**config.mk**
```make
export PLATFORM = sky130hd
export DESIGN_NAME = branch_resolve_unit
export DESIGN_NICKNAME = d
export VERILOG_FILES = /design/src/rtl/bru_pkg.sv /design/src/rtl/bru_train_fifo.sv /design/src/rtl/branch_resolve_unit.sv
export SDC_FILE = /design/constraint.sdc
export NUM_CORES = 1
export LEC_CHECK = 0
export ABC_AREA = 1
export CAP_MARGIN = 20
export CORE_MARGIN = 2
export CORE_UTILIZATION = 45
export CTS_BUF_LIST = sky130_fd_sc_hd__clkbuf_8 sky130_fd_sc_hd__clkbuf_16
export DETAILED_ROUTE_END_ITERATION = 8
export GPL_ROUTABILITY_DRIVEN = 0
export PLACE_DENSITY = 0.81
export SETUP_SLACK_MARGIN = 0.2
export SLEW_MARGIN = 20
export SYNTH_ARGS = -nofsm -noshare
export SYNTH_HDL_FRONTEND = slang
export SYNTH_HIERARCHICAL = 1
export SYNTH_SLANG_ARGS = --single-unit
```
**constraint.sdc**
```tcl
create_clock -name clk -period 3.02 [get_ports clk]
set_input_delay 0.604 -clock clk [delete_from_list [all_inputs] [get_ports clk]]
set_output_delay 0.604 -clock clk [all_outputs]
set_load 0.1 [all_outputs]
```
**src/rtl/bru_pkg.sv**
```systemverilog
// bru_pkg: shared types and default widths for the branch resolve unit.
package bru_pkg;
    localparam int BRU_PC_WIDTH   = 32;
    localparam int BRU_DATA_WIDTH = 32;
    localparam int BRU_FIFO_DEPTH = 4;
    localparam int BRU_CNT_WIDTH  = 32;

    typedef enum logic {
        BR_BEQ = 1'b0,
        BR_BNE = 1'b1
    } br_sel_e;

    typedef struct packed {
        logic [BRU_PC_WIDTH-1:0] pc;
        logic                    taken;
        logic                    mispredict;
    } bru_rec_t;
endpackage

```
**src/rtl/bru_train_fifo.sv**
```systemverilog
// bru_train_fifo: synchronous FIFO of branch training records, head shown from registered storage.
module bru_train_fifo
    import bru_pkg::*;
#(
    parameter int DEPTH = BRU_FIFO_DEPTH
) (
    input  logic     clk,
    input  logic     reset,
    input  logic     push,
    input  logic     pop,
    input  bru_rec_t wr_rec,
    output bru_rec_t rd_rec,
    output logic     full,
    output logic     empty
);
    localparam int AW = $clog2(DEPTH);
    localparam logic [AW:0] ONE = (AW+1)'(1);

    logic [AW:0] wr_q, wr_d, rd_q, rd_d;
    bru_rec_t    mem_q [DEPTH];

    always_comb begin
        wr_d   = push ? wr_q + ONE : wr_q;
        rd_d   = pop ? rd_q + ONE : rd_q;
        empty  = wr_q == rd_q;
        full   = (wr_q[AW] != rd_q[AW]) && (wr_q[AW-1:0] == rd_q[AW-1:0]);
        rd_rec = empty ? '0 : mem_q[rd_q[AW-1:0]];
    end

    always_ff @(posedge clk) begin
        if (reset) begin
            wr_q <= '0;
            rd_q <= '0;
        end else begin
            wr_q <= wr_d;
            rd_q <= rd_d;
        end
    end

    always_ff @(posedge clk) begin
        if (push) mem_q[wr_q[AW-1:0]] <= wr_rec;
    end
endmodule

```
**src/rtl/branch_resolve_unit.sv**
```systemverilog
// branch_resolve_unit: EX-stage beq/bne resolution, flush/redirect, predictor training queue.
// Statistics counters are built only when BRU_STATS_EN is defined.
module branch_resolve_unit
    import bru_pkg::*;
#(
    parameter int PC_WIDTH   = BRU_PC_WIDTH,
    parameter int DATA_WIDTH = BRU_DATA_WIDTH,
    parameter int FIFO_DEPTH = BRU_FIFO_DEPTH,
    parameter int CNT_WIDTH  = BRU_CNT_WIDTH
) (
    input  logic                  clk,
    input  logic                  reset,
    input  logic                  ex_valid,
    input  logic                  ex_is_branch,
    input  logic                  ex_branch_ne,
    input  logic [DATA_WIDTH-1:0] ex_rs_data,
    input  logic [DATA_WIDTH-1:0] ex_rt_data,
    input  logic [PC_WIDTH-1:0]   ex_pc,
    input  logic [PC_WIDTH-1:0]   ex_target,
    input  logic [PC_WIDTH-1:0]   ex_save_pc,
    input  logic                  ex_prediction,
    output logic                  flush,
    output logic [PC_WIDTH-1:0]   redirect_pc,
    output logic                  stall,
    output logic                  train_valid,
    input  logic                  train_ready,
    output logic [PC_WIDTH-1:0]   train_pc,
    output logic                  train_taken,
    output logic                  train_mispredict,
    output logic [CNT_WIDTH-1:0]  branch_count,
    output logic [CNT_WIDTH-1:0]  mispredict_count
);
    logic     resolve, eq, taken, wrong, push, pop, full, empty;
    bru_rec_t wr_rec, rd_rec;

    always_comb begin
        resolve          = ex_valid & ex_is_branch;
        eq               = ex_rs_data == ex_rt_data;
        taken            = (br_sel_e'(ex_branch_ne) == BR_BNE) ? ~eq : eq;
        wrong            = taken != ex_prediction;
        stall            = resolve & full & ~train_ready;
        push             = resolve & ~stall;
        flush            = push & wrong;
        redirect_pc      = (flush & taken) ? ex_target : ex_save_pc;
        train_valid      = ~empty;
        pop              = train_valid & train_ready;
        wr_rec           = '{pc: BRU_PC_WIDTH'(ex_pc), taken: taken, mispredict: wrong};
        train_pc         = PC_WIDTH'(rd_rec.pc);
        train_taken      = rd_rec.taken;
        train_mispredict = rd_rec.mispredict;
    end

    bru_train_fifo #(.DEPTH(FIFO_DEPTH)) u_fifo (
        .clk    (clk),
        .reset  (reset),
        .push   (push),
        .pop    (pop),
        .wr_rec (wr_rec),
        .rd_rec (rd_rec),
        .full   (full),
        .empty  (empty)
    );

`ifdef BRU_STATS_EN
    logic [CNT_WIDTH-1:0] branch_count_q, branch_count_d;
    logic [CNT_WIDTH-1:0] mispredict_count_q, mispredict_count_d;

    // Saturate at all-ones rather than wrap.
    always_comb begin
        branch_count_d     = (push && !(&branch_count_q)) ? branch_count_q + CNT_WIDTH'(1) : branch_count_q;
        mispredict_count_d = (flush && !(&mispredict_count_q)) ? mispredict_count_q + CNT_WIDTH'(1) : mispredict_count_q;
    end

    always_ff @(posedge clk) begin
        if (reset) begin
            branch_count_q     <= '0;
            mispredict_count_q <= '0;
        end else begin
            branch_count_q     <= branch_count_d;
            mispredict_count_q <= mispredict_count_d;
        end
    end

    assign branch_count     = branch_count_q;
    assign mispredict_count = mispredict_count_q;
`else
    assign branch_count     = '0;
    assign mispredict_count = '0;
`endif
endmodule

```
==> results list <==
- The run finished with clean final reports.
- Routed length per placed instance: 15.6 microns
- Port bufs: roughly 240
- After synthesis the netlist holds a flip-flop and latch count of ~140.
- Global routing finished with a remaining overflow of 0.
* Unrepaired setup endpoints after global routing: true
- Before CTS, the worst setup slack after placement is -234 ps.
- The final layout contains 1376 nets.
* Via density per instance: between 4 and 5
* Cell with the biggest individual delay on the critical path: buf_12
- For the worst setup path, the data required time is about 2400 ps.
- The number of failing hold endpoints at the final stage is 0.
- In this run the critical register-to-register path is launched from u_fifo/wr_q[0].
- Share of final-layout standard cells stronger than drive strength 1: a little under a quarter
* Final ANT Viol Nets: 0
- Number of standard-cell rows in the floorplan: 48
- Non-filler cells in the finished layout: around 1400
- Achievable Freq: between 0.3 and 0.4 GHz
- Min setup slack post-route: slightly above 70 ps
- CTS sink count: 144
* Unique masters post-synth: 22
- Yosys warning total: 6
- The critical path in this run is classified as in2out.
- The signal on the critical path passes through clkbuf_2 -> xnor2_2 -> nand2_1 -> nor2_2 -> nand2_1 -> nor2_2 -> nand2_1 -> nand2_2 -> nand2_2 -> nor2_4 -> buf_12 -> buf_6 -> nand3_1 -> nand2_4 -> buf_12.
* Slew Viols, Final: 0
* Number of H-tree branching levels: 4
- The die covers between 15000 and 20000 sq um.
* Clock latency on the worst-skew pair: 420 ps
* Die Width: about 140 microns
* Average cell area after synthesis: just over 8 sq um
* Number of detailed-route iterations in the first pass: 5
- Pin placement for this block handled 300 I/O pins.
- Overall global routing resource usage: 23.3%
- The worst setup path is launched from an input pin.
- By area the synthesized netlist is led by edfxtp_1, nand2_1, inv_1.
- Hold repair after CTS inserted 0 buffers.
* Maximum number of pins on one net before global-route repair: between 60 and 70
- Clock tree skew after final layout: roughly 7.6 ps
- The final layout contains routed wiring with a total length of between 20000 and 25000 microns.
- Most frequent cell on the critical path: nand2_1
* Relative slew slack: between 50% and 60%
* Part of the cycle the worst path needs: between 90% and 100%
- Dividing total power by cell area gives a power density of roughly 630 nW/um^2.
- The number of cells on the worst reg-to-reg path is 12.
- First-pass GRT wire length: roughly 32000 microns
* Synth-to-Final Area Change: 52.1%
* Fraction of synthesized cell area taken by the top area cell type: approximately 51%
- Longest individual stage delay on the worst path: around 170 ps
* Final HPWL from detailed placement: roughly 15000 microns
- Num CTS Buffers: 17
- In this run the static leakage power is approximately 0.0058 uW.
- Vias in the first global route: around 6600
- For hold timing, the worst endpoint is u_fifo/wr_q[0].
* Total power: roughly 7600 uW
- TritonCTS built the clock tree.
- Worst Hold Class: reg2reg
- After technology mapping, the gate count stands at 955.
- Hold path cells: 2
* Endpoint of the lowest-slack register-to-register path: u_fifo/mem_q[2][26]
- For the pin with the worst max-slew slack, the measured transition is between 700 and 800 ps.
* Area of the core region: between 15000 and 20000 sq um
* Launch instance of the worst min-delay path: u_fifo/wr_q[0]
- Initial Utilization: a little under half
* Routed via count: approximately 6700
- Of all nets on the critical path, the largest fanout is 6.
- Library cell occupying the most area in the post-synthesis netlist: edfxtp_1
- Sequential-to-total area share from yosys stat: roughly 53%
* Final setup violation count: 0
- Across the VDD grid, the largest voltage drop is 0.526 mV.
- Summing every instance area after synthesis gives just under 8000 sq um.
- Across all register-to-register paths, the minimum setup slack is 940 ps.
- Clock-pin slew was measured on the worst setup and hold paths at 50 ps.
- Number of maximum-capacitance violations: 0
* Initial antenna violation count: 0
- 0 antenna diodes ended up in the layout.
* Leading cell types in the layout, fill and taps excluded: nand2_1, inv_1, edfxtp_1, clkdlybuf4s50_1, nand3_1
* Data arrival time of the worst path: around 2300 ps
- After the first detailed-routing iteration, the DRC count stood at about 410.
- Counting along the longest clock path gives a buffer depth of 2.
- Endpoint type of the worst setup path: output pin
* Number of design rule violations left after detail routing: 0
- The library cell used most frequently in the layout, excluding fill and tap cells, is nand2_1.
- Root buffer cell: clkbuf_16
- Including well taps, the total number of placed cells is about 1400.
- Measured along the y axis, the die boundary spans between 100 and 150 microns.
* Time the final worst path needs with I/O delays and setup: just under 3000 ps
## flip-flops by register name, indices dropped and copies added, names as in the netlist, named ones only
| signal | count |
|---|---|
| u_fifo/mem_q | 136 |
| u_fifo/wr_q | 3 |
| u_fifo/rd_q | 3 |
## cell usage after synthesis
cell type	instances
inv_1	208
buf_1	1
nand3_2	1
buf_2	19
dfxtp_1	8
buf_6	7
buf_4	67
edfxtp_1	136
nand3_1	101
ha_1	5
nor2_4	1
nand4_1	1
xnor2_1	23
nand2_1	341
nor2_1	20
a21oi_1	4
nor3_1	2
a211oi_1	2
nand2_2	1
clkbuf_1	4
inv_2	2
conb_1	1
## critical path, delay by kind of cell
family	cells	cell delay [ps]
simple gates	10	1040
xor+xnor	1	160
buf+inv	4	540
## power by group
part	switching (uW)	total, uW	internal, uW	leakage, uW
Sequential	31.7	2270	2240	0.00130
Clock	769	2130	1360	0.000290
Combinational	2190	3190	994	0.00418
Total	2990	7590	4590	0.00577
## worst max path at each step
| stage | to | cells past startpoint | startpoint | slack [ps] |
|---|---|---|---|---|
| finish | redirect_pc[28] | 15 | ex_rs_data[15] | 70 |
| CTS | redirect_pc[10] | 13 | ex_rt_data[16] | 100 |
| global placement | redirect_pc[10] | 14 | ex_rs_data[23] | -230 |
| detailed placement | redirect_pc[10] | 14 | ex_rt_data[24] | -230 |
| global route | redirect_pc[28] | 15 | ex_rs_data[31] | -60 |
| floorplan | redirect_pc[0] | 12 | u_fifo/wr_q[0] | 140 |
## what timing repair did
action                     CTS  global route
setup endpoints to repair   39            52
pin swaps                   27            64
buffers inserted             0             3
gates resized for setup    132           135
cloned                       0             5
## cell type report
class | count | area, sq um
fill | 1248 | 5230
sequential | 144 | 4250
timing repair buffer | 265 | 3180
multi-input combinational | 566 | 2970
inverter | 210 | 791
clock buffer | 17 | 425
tap | 225 | 282
clock inverter | 14 | 173
## metal layers
metal,vias to the layer above,routed length (microns),GRT usage [%]
met2,337,12400,45.3
met5,-,0,0
met3,44,1670,6.37
met1,3034,7800,23.3
li1,3267,-,-
met4,0,584,8.88
## per-stage QoR
step	instance area [sq um]	hold WS [ps]	setup TNS [ps]	utilization, %
3_5_place_dp	11300	503	-5340	65.4
6_report	12100	504	0	69.8
3_3_place_gp	11300	495	-5330	65.4
4_1_cts	12000	508	0	69.2
5_1_grt	12100	523	-203	69.8
2_1_floorplan	8420	481	0	-
## logic make-up after synthesis
group	count (synthesis)	synth area share (%)
buffers and inverters	308	18.7
other	1	0.0473
adder cells (fa/ha/maj)	5	0.788
AND/OR/NAND/NOR	468	24.0
flip-flops	144	53.5
XOR/XNOR	23	2.54
AO/OA/AOI/OAI	6	0.441
Note: power is estimated with default switching activity, not from simulation.
